File: src/rtl/lvds_pll_pkg.sv
// lvds_pll_pkg: shared state encoding and default timing for the LVDS PLL sequencer
package lvds_pll_pkg;
  typedef enum logic [2:0] {IDLE, RESET, WAIT_LOCK, RUN, FAULT} state_t;
  localparam int DEF_CNT_W = 17;
  localparam int DEF_RST_CYCLES = 16;
  localparam int DEF_LOCK_STABLE_CYCLES = 4800;
  localparam int DEF_LOCK_TIMEOUT_CYCLES = 48000;
  localparam int DEF_ENABLE_GAP = 8;
  localparam int DEF_MAX_RETRIES = 3;
  localparam int RETRY_W = 2;
endpackage

File: src/rtl/sync_2ff.sv
// sync_2ff: two-flop synchroniser for a single asynchronous input
module sync_2ff (
  input  logic clk,
  input  logic rst_n,
  input  logic d,
  output logic q
);
  logic meta;
  always_ff @(posedge clk or negedge rst_n)
    if (!rst_n) {q, meta} <= 2'b00;
    else {q, meta} <= {meta, d};
endmodule

File: src/rtl/lvds_pll_sequencer.sv
// lvds_pll_sequencer: PLL power-up/lock sequencing with retry and fault latch for the LVDS serializer
module lvds_pll_sequencer
  import lvds_pll_pkg::*;
#(
  parameter int CNT_W = DEF_CNT_W,
  parameter int RST_CYCLES = DEF_RST_CYCLES,
  parameter int LOCK_STABLE_CYCLES = DEF_LOCK_STABLE_CYCLES,
  parameter int LOCK_TIMEOUT_CYCLES = DEF_LOCK_TIMEOUT_CYCLES,
  parameter int ENABLE_GAP = DEF_ENABLE_GAP,
  parameter int MAX_RETRIES = DEF_MAX_RETRIES
) (
  input  logic               pllInClock,
  input  logic               resetN,
  input  logic               enableReq,
  input  logic               pllLock,
  output logic               pllRst,
  output logic               pllStdby,
  output logic               pllEnClkop,
  output logic               lvdsResetN,
  output logic               ready,
  output logic               fault,
  output logic [RETRY_W-1:0] retryCount
);
  localparam logic [CNT_W-1:0] RST_LAST = CNT_W'(RST_CYCLES - 1);
  localparam logic [CNT_W-1:0] STABLE_LAST = CNT_W'(LOCK_STABLE_CYCLES - 1);
  localparam logic [CNT_W-1:0] TIMEOUT_LAST = CNT_W'(LOCK_TIMEOUT_CYCLES - 1);
  state_t state, nstate;
  logic lock_s, locked, fail, lvds_d;
  logic [CNT_W-1:0] cnt, cnt_d, stab, stab_d;
  logic [RETRY_W-1:0] retry_inc, retry_d;
  sync_2ff u_sync (.clk(pllInClock), .rst_n(resetN), .d(pllLock), .q(lock_s));
  assign locked = lock_s && stab == STABLE_LAST;
  assign ready = lvdsResetN;
  // stable lock wins over timeout; disable wins over everything, including a failed attempt
  always_comb begin
    nstate = state;
    fail = 1'b0;
    case (state)
      IDLE: nstate = RESET;
      RESET: nstate = (cnt == RST_LAST) ? WAIT_LOCK : RESET;
      WAIT_LOCK: begin
        nstate = locked ? RUN : WAIT_LOCK;
        fail = !locked && cnt == TIMEOUT_LAST;
      end
      RUN: fail = !lock_s;
      default: ;
    endcase
    retry_inc = &retryCount ? retryCount : retryCount + RETRY_W'(1);
    if (fail) nstate = (int'(retry_inc) >= MAX_RETRIES) ? FAULT : RESET;
    if (!enableReq) nstate = IDLE;
    lvds_d = nstate == RUN && state == RUN && int'(cnt) + 1 >= ENABLE_GAP;
    retry_d = (state == IDLE) ? '0 : !enableReq ? retryCount : fail ? retry_inc : lvds_d ? '0 : retryCount;
    cnt_d = (nstate != state || state == IDLE || state == FAULT) ? '0 :
            (state == RUN && int'(cnt) == ENABLE_GAP) ? cnt : cnt + CNT_W'(1);
    stab_d = (nstate == WAIT_LOCK && state == WAIT_LOCK && lock_s) ? stab + CNT_W'(1) : '0;
  end
  always_ff @(posedge pllInClock or negedge resetN)
    if (!resetN) begin
      state <= IDLE;
      cnt <= '0;
      stab <= '0;
      pllRst <= 1'b1;
      pllStdby <= 1'b1;
      pllEnClkop <= 1'b0;
      lvdsResetN <= 1'b0;
      fault <= 1'b0;
      retryCount <= '0;
    end else begin
      state <= nstate;
      cnt <= cnt_d;
      stab <= stab_d;
      pllRst <= nstate == IDLE || nstate == RESET || nstate == FAULT;
      pllStdby <= nstate == IDLE || nstate == FAULT;
      pllEnClkop <= nstate == RUN;
      lvdsResetN <= lvds_d;
      fault <= nstate == FAULT;
      retryCount <= retry_d;
    end
endmodule
File: config.mk
export PLATFORM = sky130hd
export DESIGN_NAME = lvds_pll_sequencer
export DESIGN_NICKNAME = d
export VERILOG_FILES = /design/src/rtl/lvds_pll_pkg.sv /design/src/rtl/sync_2ff.sv /design/src/rtl/lvds_pll_sequencer.sv
export SDC_FILE = /design/constraint.sdc
export NUM_CORES = 1
export LEC_CHECK = 0
export CORE_MARGIN = 3
export CORE_UTILIZATION = 26
export CTS_CLUSTER_DIAMETER = 40
export CTS_CLUSTER_SIZE = 12
export DETAILED_ROUTE_END_ITERATION = 8
export HOLD_SLACK_MARGIN = 0.15
export SLEW_MARGIN = 20
export SYNTH_ARGS = -nofsm -noshare
export SYNTH_HDL_FRONTEND = slang
export SYNTH_SLANG_ARGS = --single-unit
export TNS_END_PERCENT = 30
File: constraint.sdc
create_clock -name pllInClock -period 2.85 [get_ports pllInClock]
set_input_delay 0.4275 -clock pllInClock [delete_from_list [all_inputs] [get_ports pllInClock]]
set_output_delay 0.4275 -clock pllInClock [all_outputs]
set_load 0.02 [all_outputs]
==> results of run 1 <==
==> cells in the mapped netlist, drive strengths merged (3+ instances only) <==
cell type	count	area, um^2
or3b	3	26.3
inv	9	33.8
xnor2	16	140
and3	4	25.0
mux2i	3	30.0
nand4	10	68.8
nand3	23	115
o21ai	4	20.0
clkbuf	8	30.0
xor2	17	149
ha	3	37.5
nor4	7	43.8
or3	3	18.8
buf	6	45.0
dfrtp	44	1100
nand2	14	52.6
nor2	45	169
nor3	8	40.0
a21oi	4	20.0
==> logic make-up after synthesis <==
logic type | after synthesis
flops | 46
simple gates | 129
mux | 3
xor+xnor | 33
compound gates | 25
fa+ha+maj | 3
buf+inv | 23
==> worst max path at each step <==
stage	start	to	slack (ps)	cells after the start
floorplan	stab[10]	cnt[13]	430	7
global placement	cnt[10]	cnt[0]	310	7
detailed placement	stab[10]	retryCount[0]	280	6
CTS	stab[10]	retryCount[0]	260	6
global route	stab[10]	stab[12]	90	7
finish	stab[10]	retryCount[0]	270	6
==> report_power, final <==
part           leakage, nW  internal [mW]  switching, mW
registers            0.628          0.657        0.00308
logic                0.426         0.0145         0.0288
clock network       0.0408          0.176          0.237
total                 1.09          0.847          0.269
==> metal layers <==
metal  wire length, um  up-vias
met4                68        0
met1              2470      895
met5                 0        -
li1                  -      938
met2              2240       48
met3               139        4
==> layout make-up <==
type	count	area share, %
multi-input cells	193	43.0
well taps	129	5.60
clock inverters	3	0.825
inverters	9	1.17
repair buffers	22	7.03
flip-flops and latches	46	40.0
clock buffers	5	2.39
==> worst max-delay path, stage by stage (launching register included) <==
cell and delay (ps):
dfrtp_1 430, or4b_1 510, or4_4 510, o211ai_2 240, nand4_2 230, a211oi_1 420
nor4_1 120
==> state kept, by name (all words and copies together), names as in the netlist <==
name         count
u_sync.meta      1
retryCount       2
pllEnClkop       1
stab            17
u_sync.q         1
lvdsResetN       1
pllStdby         1
fault            1
state            3
pllRst           1
cnt             17
==> metrics by stage <==
step                hold slack, ps  worst slack, ps  power [mW]  util (%)
floorplan                      132              429       0.691         -
global placement               334              309       0.716      30.0
detailed placement             336              280       0.718      30.0
CTS                            335              262        1.14      31.0
global route                   159             94.1        1.16      31.1
finish                         117              272        1.12      31.1
==> reports/summary.txt, run 1 <==
GRT Overall Usage: 9.48%
Non-Filler Instances: 407
drt first pass iters: 5
vias in the first global route: 1841
async set or reset register ratio after synthesis: 100%
RSZ-0062 raised after global routing: false
diodes inserted: 0
FP Rows: 35
r2r endpoint: retryCount[0]
GR peak layer: met2
Most used DFF post-synth: dfrtp_1
grt total ovfl: 0
first-pass GRT wire length: 8760 um
TritonCTS clock tree: done
Worst Path Arrival: 2740 ps
GR Util met3: 0.807%
fmax: 0.388 GHz
IO Count: 12
Root Buffer: clkbuf_8
Compound-Gate Fraction of Synth Area: 9.00%
WL final: 4920 um
R2R Setup Slk: 270 ps
Final Critical Period: 2580 ps
Initial DRC Count: 131
worst-margin pin slew: 638 ps
Hold Path Class: input pin to asynchronous set/reset pin
clock-pin slew on the worst setup and hold paths: 90 ps
commonest non-fill, non-tap cells in the layout: nor2_1, dfrtp_1, nand3_1
Final Hold Viols: 0
CTS HTree Levels: 2
Placed Cells: 399
maximum vdd ir drop: 0.151 mV
CP Data Required Time: 3010 ps
main combinational cell family by area after synthesis: simple AND/OR/NAND/NOR gates
layout cells sized above 1: 12.2%
Final HPWL DP: 3540 um
startpoint types: flop
DIE AREA: 0.0108 mm^2
fin crit share: 90.5%
CTS buffer count: 5
slew margin rel.: 57.1%
Post-DP Area: 0.00279 mm^2
Seq/Total Area, Yosys: 46.1%
Sinks on Clock Net: 46
DR DRC count: 0
r2r worst-path depth: 6
FF-to-FF Start: stab[10]
CTS resizes: 0
Synth Area in Adders: 1.50%
YS warnings: 0
status: finished, final reports clean
xor/xnor share of the synthesized area: 11.6%
Die Width: 104 um
Via density: 4.63
Setup Crit Path Kind: flop to flop
final setup skew: 13.3 ps
hold buffer count at CTS: 0
Post-Syn Nets: 269
final setup fails: 0
post-route ant nets: 0
# fillers: 983
area of the multi-input gates: 0.00124 mm^2
Leak: 1.09 nW
post-synthesis register bit count: 46
Post-Syn Instances: 262
CP Capture Type: flop
Initial Utilization: 26.9%
Mapped Area: 0.00250 mm^2
Port-buffer cells: 11
routed via count: 1885
drt wl/cell: 12.1 um
Design Area, Final: 0.00288 mm^2
number of synthesized flops with an enable pin: 0
simple-gate share of the synthesized area: 26.3%
most common cell after layout, fill and taps aside: nor2_1
largest net degree at the start of global routing: 47
Layout area overhead: 15.3%
Nets: 284
post-CTS setup buffers: 0
routability cong.: 0.824
count of pins over their slew limit: 0
Bufs on Longest Clock Path: 2
global routing usage on met1: 13.5%
initial antenna violation count: 0
Avg Cell Area, Syn: 9.55 um^2
met2 Resource Use GR: 14.9%
register area: 0.00115 mm^2
Pwr per Cell Area: 387 mW/mm^2
Crit Path Max Fanout: 5
Worst-Skew Late Latency: 300 ps
TNS Setup: 0 ps
core area: 0.00928 mm^2
max cap viols: 0
distinct cell type count after synthesis: 48
multiplexer share of the synthesized area: 1.20%
height of the die: 104 um
Power figures use the tool's default switching activity.
==> run 2, diff against run 1 <==
--- a/config.mk
+++ b/config.mk
@@ -5,8 +5,10 @@
 export SDC_FILE = /design/constraint.sdc
 export NUM_CORES = 1
 export LEC_CHECK = 0
+export CAP_MARGIN = 30
 export CORE_MARGIN = 3
-export CORE_UTILIZATION = 26
+export CORE_UTILIZATION = 40
+export CTS_BUF_LIST = sky130_fd_sc_hd__clkbuf_4 sky130_fd_sc_hd__clkbuf_8 sky130_fd_sc_hd__clkbuf_16
 export CTS_CLUSTER_DIAMETER = 40
 export CTS_CLUSTER_SIZE = 12
 export DETAILED_ROUTE_END_ITERATION = 8
==> run 2 against run 1 <==
Compared with the run above: clock-buffer cell count rose by 2; utilization rose by 17 points; wire length rose by 2.9%; sequential power barely moved; register-to-register slack improved by 40 ps; fmax rose by 1.6%; sequential cell count did not move; non-clock buffer count rose by 3; global-route usage rose by 5.9 points; worst hold slack improved by 240 ps; final cell count fell by 13%; combinational power rose by 8.3%; critical path type unchanged; largest cell class unchanged; highest routed layer unchanged.
==> reports/summary.txt, run 2 (synthesis results as in run 1) <==
status: finished, final reports clean (unchanged)
CP Capture Type: flop (unchanged)
max cap viols: 0 (unchanged)
Initial DRC Count: 121 (was 131)
DIE AREA: 0.00724 mm^2 (was 0.0108 mm^2)
Via density: 5.33 (was 4.63)
Design Area, Final: 0.00289 mm^2 (was 0.00288 mm^2)
CTS HTree Levels: 2 (unchanged)
Port-buffer cells: 11 (unchanged)
WL final: 5060 um (was 4920 um)
final setup skew: 9.62 ps (was 13.3 ps)
CP peak stage delay: 510 ps (about the same)
fin crit share: 89.1% (was 90.5%)
# fillers: 568 (was 983)
count of pins over their slew limit: 0 (unchanged)
Setup Crit Path Kind: flop to flop (unchanged)
routed via count: 1899 (was 1885)
fmax: 0.394 GHz (was 0.388 GHz)
height of the die: 85.1 um (was 104 um)
FP Rows: 28 (was 35)
IO Count: 12 (unchanged)
Bufs on Longest Clock Path: 2 (unchanged)
Final Hold Viols: 0 (unchanged)
Die Width: 85.1 um (was 104 um)
slew margin rel.: 60.6% (was 57.1%)
Worst Path Arrival: 2730 ps (was 2740 ps)
commonest non-fill, non-tap cells in the layout: nor2_1, dfrtp_1, nand3_1 (unchanged)
TNS Setup: 0 ps (unchanged)
worst-margin pin slew: 585 ps (was 638 ps)
R2R Setup Slk: 310 ps (was 270 ps)
Leak: 1.14 nW (was 1.09 nW)
diodes inserted: 0 (unchanged)
crit-path leading delay family: simple AND/OR/NAND/NOR gates (unchanged)
Hold Path Class: flop to flop (was input pin to asynchronous set/reset pin)
drt wl/cell: 14.2 um (was 12.1 um)
clock-pin slew on the worst setup and hold paths: 90 ps (about the same)
layout cells sized above 1: 12.8% (was 12.2%)
Sinks on Clock Net: 46 (unchanged)
WHS: 358 ps (was 117 ps)
startpoint types: flop (unchanged)
Final Critical Period: 2540 ps (was 2580 ps)
Max stage delay cell, worst path: or4_4 (was or4b_1)
Crit Path Max Fanout: 17 (was 5)
core area: 0.00599 mm^2 (was 0.00928 mm^2)
CTS buffer count: 5 (unchanged)
Pwr per Cell Area: 424 mW/mm^2 (was 387 mW/mm^2)
TritonCTS clock tree: done (unchanged)
final setup fails: 0 (unchanged)
drt first pass iters: 6 (was 5)
most common cell after layout, fill and taps aside: nor2_1 (unchanged)
Nets: 287 (was 284)
Worst-Skew Late Latency: 300 ps (about the same)
vias in the first global route: 1834 (was 1841)
Post-DP Area: 0.00276 mm^2 (was 0.00279 mm^2)
GRT Overall Usage: 15.4% (was 9.48%)
initial antenna violation count: 0 (unchanged)
CP Data Required Time: 3040 ps (was 3010 ps)
post-route ant nets: 0 (unchanged)
Final HPWL DP: 3560 um (was 3540 um)
maximum vdd ir drop: 0.234 mV (was 0.151 mV)
first-pass GRT wire length: 9030 um (was 8760 um)
DR DRC count: 0 (unchanged)
routability cong.: 0.819 (was 0.824)
WP buf/inv: 1 (was 0)
Root Buffer: clkbuf_8 (unchanged)
CP cell instances: or4b_1 > or4_4 > o211ai_2 > nand4_2 > a32oi_4 > buf_12 > nor2_1 (was or4b_1 > or4_4 > o211ai_2 > nand4_2 > a211oi_1 > nor4_1)
top flop regs: cnt (17), stab (17), state (3) (unchanged)
largest net degree at the start of global routing: 29 (was 47)
Layout area overhead: 15.6% (was 15.3%)
RSZ-0062 raised after global routing: false (unchanged)
Initial Utilization: 41.8% (was 26.9%)
grt total ovfl: 0 (unchanged)
Final Core Density: 48.2% (was 31.1%)
## run 2: changes by cell type in the layout (fill, tap and decap cells not counted)
cell,change
bufinv_16,+1
clkbuf_8,+1
clkbuf_4,+1
inv_6,-1
dlygate4sd3_1,+1
buf_2,+1
buf_12,+2
clkinvlp_4,-2
buf_4,-1
## run 2: final timing paths
path,cells after the start,to,from
max in group asynchronous,3,stab[6],resetN
hold reg to reg,0,u_sync.q,u_sync.meta
min in group asynchronous,2,retryCount[1],resetN
hold / removal,0,u_sync.q,u_sync.meta
setup reg to reg,7,cnt[13],stab[10]
setup / recovery,7,cnt[13],stab[10]
## run 2: stage by stage
| stage | setup slack, ps | cells | power, mW |
|---|---|---|---|
| after detailed placement | 317 | 347 | 0.721 |
| after global placement | 348 | 346 | 0.717 |
| after global routing | 126 | 356 | 1.28 |
| after floorplan | 429 | 262 | 0.691 |
| final | 312 | 356 | 1.23 |
| after CTS | 290 | 356 | 1.25 |
## run 2: final cells by class
| cell class | instances | area (um^2) | share of cell area [%] |
|---|---|---|---|
| clock buffers | 7 | 90.1 | 3.12 |
| multi-input cells | 193 | 1240 | 42.9 |
| clock inverters | 1 | 30.0 | 1.04 |
| well taps | 75 | 93.8 | 3.25 |
| inverters | 9 | 33.8 | 1.17 |
| flip-flops and latches | 46 | 1150 | 39.9 |
| repair buffers | 25 | 250 | 8.66 |
## run 2: routing by layer
| metal | vias up | wire, um | GRT usage (%) |
|---|---|---|---|
| met4 | 0 | 62 | 4.75 |
| li1 | 948 | - | - |
| met3 | 7 | 190 | 3.59 |
| met2 | 41 | 2290 | 22.9 |
| met1 | 903 | 2520 | 22.1 |
| met5 | - | 0 | 0 |
## run 2: timing repair
action / 4_1_cts / 5_1_grt
setup buffers: 0 / 0
gates resized for setup: 0 / 0
hold endpoints to repair: 16 / 0
hold buffers: 1 / 0
## run 2: power by group
part	total, mW	internal [mW]	switching, mW
clock network	0.518	0.296	0.223
logic	0.0468	0.0176	0.0292
registers	0.661	0.657	0.00374
total	1.23	0.970	0.256
==> run 3, diff against run 2 <==
--- a/config.mk
+++ b/config.mk
@@ -13,6 +13,8 @@
 export CTS_CLUSTER_SIZE = 12
 export DETAILED_ROUTE_END_ITERATION = 8
 export HOLD_SLACK_MARGIN = 0.15
+export PLACE_DENSITY = 0.54
+export SETUP_SLACK_MARGIN = 0.4
 export SLEW_MARGIN = 20
 export SYNTH_ARGS = -nofsm -noshare
 export SYNTH_HDL_FRONTEND = slang
==> run 3 against run 2 <==
Compared with the run above: non-clock buffer count grew 7; clock power shrank 23%; sequential cell count is the same; wire length grew 6.3%; global-route usage grew 0.16 points; sequential share of layout area shrank 1.2 points; final cell count grew 2.0%; clock-buffer cell count shrank 2; register-to-register slack gained 80 ps; cell area grew 3.3%; worst hold slack gained 20 ps; power shrank 9.6%; critical path type unchanged; critical endpoint is now cnt[9]; largest cell class unchanged; largest power group unchanged.
==> reports/summary.txt, run 3 (synthesis results as in run 1) <==
status: finished, final reports clean (unchanged)
Leak: 1.15 nW (was 1.14 nW)
post-route ant nets: 0 (unchanged)
CP cell instances: or3b_2 > or4_4 > o41a_1 > a32oi_4 > buf_12 > nor2_1 (was or4b_1 > or4_4 > o211ai_2 > nand4_2 > a32oi_4 > buf_12 > nor2_1)
Initial DRC Count: 127 (was 121)
count of pins over their slew limit: 0 (unchanged)
top layer in use: met4 (unchanged)
final setup fails: 0 (unchanged)
fmax: 0.407 GHz (was 0.394 GHz)
core area: 0.00599 mm^2 (unchanged)
TNS Setup: 0 ps (unchanged)
startpoint types: flop (unchanged)
max cap viols: 0 (unchanged)
vias in the first global route: 1858 (was 1834)
FP Rows: 28 (unchanged)
first-pass GRT wire length: 9120 um (was 9030 um)
DIE AREA: 0.00724 mm^2 (unchanged)
register area: 0.00115 mm^2 (about the same)
met1 wire length: 2710 um (was 2520 um)
top flop regs: cnt (17), stab (17), state (3) (unchanged)
Worst Path Arrival: 2650 ps (was 2730 ps)
RSZ-0062 raised after global routing: true (was false)
most common cell after layout, fill and taps aside: nor2_1 (unchanged)
maximum vdd ir drop: 0.190 mV (was 0.234 mV)
drt first pass iters: 4 (was 6)
grt total ovfl: 0 (unchanged)
crit-path leading delay family: simple AND/OR/NAND/NOR gates (unchanged)
initial antenna violation count: 0 (unchanged)
Bufs on Longest Clock Path: 2 (unchanged)
height of the die: 85.1 um (unchanged)
Tot Pwr: 1.11 mW (was 1.23 mW)
IO Count: 12 (unchanged)
TritonCTS clock tree: done (unchanged)
drt wl/cell: 14.8 um (was 14.2 um)
worst-margin pin slew: 606 ps (was 585 ps)
routability cong.: 0.838 (was 0.819)
DR DRC count: 0 (unchanged)
CP Capture Type: flop (unchanged)
diodes inserted: 0 (unchanged)
routed via count: 1932 (was 1899)
WP buf/inv: 1 (unchanged)
Die Width: 85.1 um (unchanged)
Max stage delay cell, worst path: or4_4 (unchanged)
Hold Path Class: flop to flop (unchanged)
Nets: 294 (was 287)
Worst-Skew Late Latency: 300 ps (about the same)
final setup skew: 5.72 ps (was 9.62 ps)
Via density: 5.32 (was 5.33)
Sinks on Clock Net: 46 (unchanged)
CP Data Required Time: 3040 ps (about the same)
largest net degree at the start of global routing: 29 (unchanged)
Initial Utilization: 41.8% (unchanged)
layout cells sized above 1: 18.4% (was 12.8%)
slew margin rel.: 59.2% (was 60.6%)
CTS HTree Levels: 2 (unchanged)
Pwr per Cell Area: 371 mW/mm^2 (was 424 mW/mm^2)
CTS buffer count: 5 (unchanged)
# fillers: 564 (was 568)
Final HPWL DP: 3710 um (was 3560 um)
Final Core Density: 49.9% (was 48.2%)
Final Hold Viols: 0 (unchanged)
commonest non-fill, non-tap cells in the layout: nor2_1, dfrtp_1, nand3_1 (unchanged)
clock-pin slew on the worst setup and hold paths: 90 ps (about the same)
area of the multi-input gates: 0.00131 mm^2 (was 0.00124 mm^2)
Layout area overhead: 19.4% (was 15.6%)
GRT Overall Usage: 15.5% (was 15.4%)
fin crit share: 86.3% (was 89.1%)
Root Buffer: clkbuf_8 (unchanged)
WL final: 5380 um (was 5060 um)
metal2 WL: 2440 um (was 2290 um)
CP peak stage delay: 590 ps (was 510 ps)
Port-buffer cells: 11 (unchanged)
Setup Crit Path Kind: flop to flop (unchanged)
Final Critical Period: 2460 ps (was 2540 ps)
met3 wire len: 182 um (was 190 um)
Crit Path Max Fanout: 17 (unchanged)
[run 3: final timing paths]
kind / start / cells after the start / endpoint / slack (ps)
max in group asynchronous: resetN / 3 / cnt[10] / 1750
min in group asynchronous: resetN / 2 / cnt[3] / 590
worst min-delay path: u_sync.meta / 0 / u_sync.q / 380
worst max-delay path: stab[15] / 6 / cnt[9] / 390
worst min register to register: u_sync.meta / 0 / u_sync.q / 380
worst max register to register: stab[15] / 6 / cnt[9] / 390
[run 3: through the flow]
step	hold WS (ps)	setup slack [ps]	area, um^2	instances
after floorplan	132	429	2500	262
after global placement	370	293	2730	345
after detailed placement	371	286	2750	346
after CTS	383	361	2910	357
after global routing	386	298	2990	363
final	377	391	2990	363
[run 3: metal layers]
layer / up-vias / global-route usage (%)
li1: 963 / -
met1: 933 / 21.5
met2: 31 / 24.8
met3: 5 / 3.30
met4: 0 / 3.88
met5: - / 0
[run 3: cell type report]
cell class,count,share of cell area [%]
multi-input cells,193,43.9
flip-flops and latches,46,38.7
repair buffers,32,10.1
well taps,75,3.14
clock buffers,5,2.30
inverters,9,1.13
clock inverters,3,0.712
[run 3: timing repair]
item                                    in CTS  in global routing
hold buffers                                 1                  0
pin swaps                                    2                  1
setup buffers                                2                  6
endpoints found under the hold margin       16                  0
resized for setup                            6                  8
endpoints found under the setup margin      37                 40
[run 3: power by group]
part           internal, mW  switching [mW]
logic                0.0178          0.0302
registers             0.657         0.00344
clock network         0.172           0.227
total                 0.847           0.261
